**src/rtl/mem_stage_ctrl_pkg.sv**
```systemverilog
// Shared types for the memory-stage controller: LC-3b word type,
// the memory controller state encoding and the full-word byte mask.
package mem_stage_ctrl_pkg;

    localparam int LC3B_WORD_W = 16;

    typedef logic [LC3B_WORD_W-1:0] lc3b_word;

    // Both byte lanes enabled; used for pointer reads and LDI/STI data accesses
    localparam logic [1:0] BE_WORD = 2'b11;

    typedef enum logic [1:0] {
        IDLE,
        IND,
        FINAL,
        HOLD
    } mem_ctrl_state_t;

endpackage

```
**src/rtl/mem_stage_ctrl.sv**
```systemverilog
// Memory-stage controller. Turns the EX/MEM control bits into a data-memory
// handshake (including the two-access LDI/STI sequence), stalls the pipeline
// until the access completes, and parks in HOLD when another stall source
// keeps the instruction in EX/MEM so it is never re-issued.
module mem_stage_ctrl
    import mem_stage_ctrl_pkg::*;
#(
    parameter int ADDR_W = LC3B_WORD_W,
    parameter int DATA_W = LC3B_WORD_W
) (
    input  logic              clk,
    input  logic              rst_n,
    input  logic              mem_read_in,
    input  logic              mem_write_in,
    input  logic              is_ldi_in,
    input  logic              is_sti_in,
    input  logic [ADDR_W-1:0] addr_in,
    input  logic [DATA_W-1:0] wdata_in,
    input  logic [1:0]        byte_enable_in,
    input  logic              ext_stall,
    input  logic              dmem_resp,
    input  logic [DATA_W-1:0] dmem_rdata,
    output logic              dmem_read,
    output logic              dmem_write,
    output logic [ADDR_W-1:0] dmem_address,
    output logic [DATA_W-1:0] dmem_wdata,
    output logic [1:0]        dmem_byte_enable,
    output logic [DATA_W-1:0] mem_rdata,
    output logic              stall_pipeline
);

    mem_ctrl_state_t   state_q, state_d;
    logic [ADDR_W-1:0] ptr_q, ptr_d;
    logic [DATA_W-1:0] rdata_q, rdata_d;

    logic isRead;
    logic isWrite;
    logic isIndirect;
    logic hasReq;
    logic stallRaw;

    // Decode the latched control bits; a simultaneous read and write is a read
    always_comb begin
        isRead     = mem_read_in;
        isWrite    = mem_write_in & ~mem_read_in;
        isIndirect = is_ldi_in | is_sti_in;
        hasReq     = mem_read_in | mem_write_in;
    end

    // Next-state, request generation and load-data bypass, all decoded from the state register
    always_comb begin
        state_d          = state_q;
        ptr_d            = ptr_q;
        rdata_d          = rdata_q;
        dmem_read        = 1'b0;
        dmem_write       = 1'b0;
        dmem_address     = '0;
        dmem_wdata       = '0;
        dmem_byte_enable = 2'b00;
        mem_rdata        = rdata_q;
        stallRaw         = 1'b0;
        case (state_q)
            IDLE: begin
                if (hasReq) begin
                    stallRaw = 1'b1;
                    state_d  = isIndirect ? IND : FINAL;
                end
            end
            IND: begin
                dmem_read        = 1'b1;
                dmem_address     = addr_in;
                dmem_byte_enable = BE_WORD;
                stallRaw         = 1'b1;
                if (dmem_resp) begin
                    ptr_d   = dmem_rdata[ADDR_W-1:0];
                    state_d = FINAL;
                end
            end
            FINAL: begin
                dmem_address     = isIndirect ? ptr_q : addr_in;
                dmem_byte_enable = isIndirect ? BE_WORD : byte_enable_in;
                dmem_read        = isRead;
                dmem_write       = isWrite;
                if (isWrite) begin
                    dmem_wdata = wdata_in;
                end
                stallRaw = ~dmem_resp;
                if (dmem_resp) begin
                    mem_rdata = dmem_rdata;
                    rdata_d   = dmem_rdata;
                    state_d   = ext_stall ? HOLD : IDLE;
                end
            end
            HOLD: begin
                if (!ext_stall) begin
                    state_d = IDLE;
                end
            end
            default: begin
                state_d = IDLE;
            end
        endcase
    end

    // The IDLE-cycle stall is combinational on the inputs, so mask it while reset is held
    always_comb begin
        stall_pipeline = stallRaw & rst_n;
    end

    // State, pointer and load-result registers
    always_ff @(posedge clk or negedge rst_n) begin
        if (!rst_n) begin
            state_q <= IDLE;
            ptr_q   <= '0;
            rdata_q <= '0;
        end else begin
            state_q <= state_d;
            ptr_q   <= ptr_d;
            rdata_q <= rdata_d;
        end
    end

endmodule

```
**config.mk**
```make
export PLATFORM = sky130hd
export DESIGN_NAME = mem_stage_ctrl
export DESIGN_NICKNAME = d
export VERILOG_FILES = /design/src/rtl/mem_stage_ctrl_pkg.sv /design/src/rtl/mem_stage_ctrl.sv
export SDC_FILE = /design/constraint.sdc
export NUM_CORES = 1
export LEC_CHECK = 0
export BUFFER_PORTS_ARGS = -buffer_cell sky130_fd_sc_hd__buf_2
export CAP_MARGIN = 5
export CORE_ASPECT_RATIO = 1.5
export CORE_MARGIN = 1
export CORE_UTILIZATION = 35
export DETAILED_ROUTE_END_ITERATION = 7
export GPL_TIMING_DRIVEN = 0
export PLACE_DENSITY = 0.66
export SLEW_MARGIN = 10
export SYNTH_ARGS = -nofsm -noshare
export SYNTH_HDL_FRONTEND = slang
export SYNTH_SLANG_ARGS = --single-unit
export TNS_END_PERCENT = 1
```
**constraint.sdc**
```tcl
create_clock -name clk -period 2.1 [get_ports clk]
set_input_delay 0.42 -clock clk [delete_from_list [all_inputs] [get_ports clk]]
set_output_delay 0.42 -clock clk [all_outputs]
set_load 0.02 [all_outputs]
```
# Word level (Yosys, flattened, before mapping)
# Cells that the tools add are included.
# totals
reg_bits,34
out_inout_bits,53
word_cells,38
# op_classes
eq_ne,7
n_mux,19
bitwise,6
n_reduce_logical,3
# op_table
operator,n
16-bit 2-to-1 mux,5
16-bit one-hot mux with 2 select lines,1
2-bit 2-to-1 mux,7
2-bit inequality test (second input constant),4
2-bit one-hot mux with 4 select lines,1
2-bit equality test (second input constant),2
2-bit one-hot mux with 2 select lines,1
4-bit AND reduction,1
1-bit one-hot mux with 3 select lines,1
1-bit bitwise AND,2
2-bit by 1-bit equality test with 1-bit output (second input constant),1
2-bit zero test,1
1-bit 2-to-1 mux,2
1-bit inverter,2
1-bit bitwise OR,2
1-bit one-hot mux with 2 select lines,1
2-bit AND reduction,1

# Logic depth before layout (Yosys ltp)
# logic_depth
depth_word,4
mapped_depth,8

# Least setup slack after synthesis
# No wires, ideal clock.
# synth_path
kind,register -> output
start,register state_q[0]
end,output dmem_address[0]
arrival_ns,1.671
path_slack_ns,0.009
path_stages_with_launch,7
n_path_buf,1
cell_sequence,dfrtp_1 > inv_1 > ha_1 > buf_6 > nor3b_4 > o21ai_0 > a21boi_0
# synth_via
elab_chain_cells,2
# synth_rtl
item,line,source
from (decl),mem_stage_ctrl.sv:32,"mem_ctrl_state_t state_q, state_d;"
from (signal assigned),mem_stage_ctrl.sv:117,state_q <= state_d;
2-bit equality test or 2-bit by 1-bit equality test with 1-bit output (tied branches),mem_stage_ctrl.sv:62,case (state_q)
16-bit one-hot mux with 2 select lines (*),mem_stage_ctrl.sv:62,
to (decl),mem_stage_ctrl.sv:25,"output logic [ADDR_W-1:0] dmem_address,"
# Every way passes the cells marked *; elsewhere a longest branch is shown, timed or not.

# Worst setup path after layout
# layout_path
start,register state_q[1]
end,output mem_rdata[6]
# layout_via
elab_chain_cells,2
# layout_rtl
item,line,source
2-bit equality test,mem_stage_ctrl.sv:62,
16-bit 2-to-1 mux,-,
to (decl),mem_stage_ctrl.sv:28,"output logic [DATA_W-1:0] mem_rdata,"
# Every way passes these cells.

==> results_dict.tcl <==
set metrics [dict create \
    synth_compound_area_frac 0.146 \
    rsz0062_at_grt "true" \
    place_congestion 0.771 \
    area_delta_synth_final_pct 50.5 \
    setup_slack_ns -0.151 \
    synth.most_common_cell "dfrtp_1" \
    cts_max_level 2 \
    antenna_found_initial 0 \
    fin_util 0.559 \
    dr.pass1.iters 4 \
    synth_nets 240 \
    synth_edf_count 0 \
    maxSlewViolCount 0 \
    ctsHoldBuffers 0 \
    worst_pin_slew_ns 0.792 \
    synth_top_family_by_area "multiplexers" \
    fin_nets 368 \
    peakVddDrop_v 0.000771 \
    fmax_mhz 444 \
    synth_area_per_cell_um2 11.1 \
    numCtsBuffers 5 \
    fin_crit_sh 1.07 \
    clk_latency_ns 0.28 \
    cts_buffer_depth 2 \
    wl_per_cell_um 13.9 \
    powerDensity_nw_per_um2 1540 \
    p_switching_mw 1.80 \
    hp-class "in -> async" \
    vias 1786 \
    leakage_nw 1.47 \
    cts.sinks 34 \
    fillerInstances 498 \
    die_height_um 93.4 \
    max_stage_delay_ns 0.43 \
    netlist_top_cells_count "dfrtp_1 (34), mux2_2 (33), nand2_1 (19), o21ai_0 (19), and2_1 (16)" \
    synth_top_area_share 0.437 \
    synth.area.top_cells "dfrtp_1 (44%), mux2_2 (19%), and2_1 (5.1%)" \
    p_clk_frac 0.130 \
    ys_ff_latch 34 \
    arrival_ns 1.83 \
    grt_pass1_vias 1679 \
    slowest_stage "dfrtp_1" \
    failed_checks "setup timing" \
    finalWirelength_mm 5.18 \
    cp.buffers_inverters 3 \
    synth_ff_type "dfrtp_1" \
    worst_clock_skew_ns 0.00345 \
    worstSetupPathType "reg -> out" \
    synth_xor_xnor_area_share 0 \
    pre_cts_ws_ns -0.184 \
    dieArea_um2 5870 \
    initial_core_util 0.371 \
    yosysSeqAreaShare 0.437 \
    grt_max_degree 36 \
    path_max_fanout 10 \
    io_pins 111 \
    synth_area_um2 1950 \
    cp-start-kind "register" \
    core_area_um2 5250 \
    critPathTopFamily "buffers and inverters" \
    swShare 0.398 \
    synthAdderAreaFrac 0.0385 \
    rows 32 \
    drt-initial-drc-count 56 \
    hold_violations 0 \
    grt_pass1_wl_mm 7.98 \
    dpl.hpwl_mm 3.79 \
    required_ns 1.68 \
    grt_util_all_layers 0.177 \
    power.internal_mw 2.72 \
    setup-violations-final 39 \
    cts_tree "yes" \
    whs_ns 0.214 \
    p_seq_frac 0.248 \
    drt_drc_violations_left 0 \
    yosys.area_share.simple 0.125 \
    ys_warn_count 0 \
    synthCells 176 \
    muxShareOfSynthArea 0.196 \
    diodes 0 \
    path_clk_slew_ns 0.07 \
    grt-ovfl-total 0 \
    port_buffers 110 \
    vias_per_cell 4.79 \
    drive_above_1_share 0.613 \
    ys_types 29 \
    worstPathCellList "ha_4 > buf_6 > nand2_4 > buf_12 > mux2_2 > buf_2" \
    maxCapViolCount 0 \
    min_period_ns 2.25 \
    p_comb_frac 0.622 \
    synth_top_area_cell "dfrtp_1" \
    slew_headroom 0.472 \
    crit_path_end_kind "output pin" \
    async_flop_share 1.00 \
    ant_nets 0 \
    die_w_um 62.9 \
    ctsRootBufferMaster "clkbuf_8" \
    status "finished with violations" \
]
## repair_timing
action | 4_1_cts | 5_1_grt
endpoints found under the hold margin | 0 | 0
setup endpoints to repair | 53 | 45
buffers inserted | 6 | 4
pin swaps | 15 | 3
gates cloned | 1 | 0
gates resized for setup | 50 | 14
## cell usage in the layout (no fill, tap or decap), types with 3 or more instances in the layout
master    Yosys  layout
a21boi_1     10      15
a21oi_1       3       3
and2_1       16      16
buf_2         2      90
buf_4         2      27
buf_6         3      11
clkbuf_8      0       5
dfrtp_1      34      34
ha_1          6       3
ha_4          0       3
mux2_2       33      33
nand2_1      19      19
o21ai_0      19      12
o21ai_1       0       6
## cells by family (layout without fill, tap and decap cells)
group           Yosys count  count (layout)
simple gates             44              44
fa+ha+maj                 6               6
buf+inv                  14             143
flops                    34              34
compound gates           44              44
mux                      34              34
## worst register-to-register path, cell delays in order, from the launching register on
cell,delay [ns]
dfrtp_1,0.40
inv_2,0.09
buf_4,0.11
buf_6,0.09
ha_4,0.12
or3b_1,0.36
o211ai_2,0.10
mux2_2,0.35
## final timing paths
path | from | end | slack [ns] | cells after the start
min in group clk | dmem_rdata[15] | ptr_q[15]$_DFFE_PN0P_ | 0.38 | 2
max in group asynchronous | rst_n | rdata_q[1]$_DFF_PN0_ | 1.38 | 1
worst max-delay path | state_q[1]$_DFFE_PN0P_ | mem_rdata[6] | -0.15 | 6
worst max register to register | state_q[0]$_DFFE_PN0P_ | state_q[0]$_DFFE_PN0P_ | 0.38 | 7
worst min register to register | rdata_q[13]$_DFF_PN0_ | rdata_q[13]$_DFF_PN0_ | 0.49 | 1
worst min-delay path | rst_n | rdata_q[13]$_DFF_PN0_ | 0.21 | 1
## state kept, by name, indices dropped and copies added, names as in the netlist
name and flops:
ptr_q 16, rdata_q 16, state_q 2
## metrics by stage
step / std cells / total power, mW / area (um^2) / setup TNS (ns)
after floorplan: 176 / 2.80 / 1950 / 0
after global placement: 354 / 3.46 / 2580 / -2.62
after detailed placement: 354 / 3.51 / 2580 / -3.62
after CTS: 369 / 4.42 / 2870 / -3.77
after global routing: 373 / 4.80 / 2930 / -6.75
final: 373 / 4.51 / 2930 / -3.49
## power groups by stage
| stage | combinational, mW | clock [mW] | sequential [mW] |
|---|---|---|---|
| after detailed placement | 2.38 | 0 | 1.13 |
| after floorplan | 1.71 | 0 | 1.09 |
| after global routing | 3.02 | 0.627 | 1.15 |
| after CTS | 2.70 | 0.601 | 1.12 |
| after global placement | 2.35 | 0 | 1.12 |
| final | 2.81 | 0.587 | 1.12 |
## area by class of cell
class / count / area, um^2 / area share
multi-input cells: 128 / 1040 / 0.355
repair buffers: 121 / 702 / 0.239
well taps: 68 / 85.1 / 0.0290
clock inverters: 3 / 40.0 / 0.0137
plain buffers: 11 / 133 / 0.0452
inverters: 3 / 11.3 / 0.00384
clock buffers: 5 / 68.8 / 0.0235
flip-flops and latches: 34 / 851 / 0.290
## per-layer routing
layer  wire (um)  track usage
met1        1940        0.189
met2        2800        0.331
met3         353       0.0439
met4          82       0.0601
met5           0            0
Power figures use the tool's default switching activity.
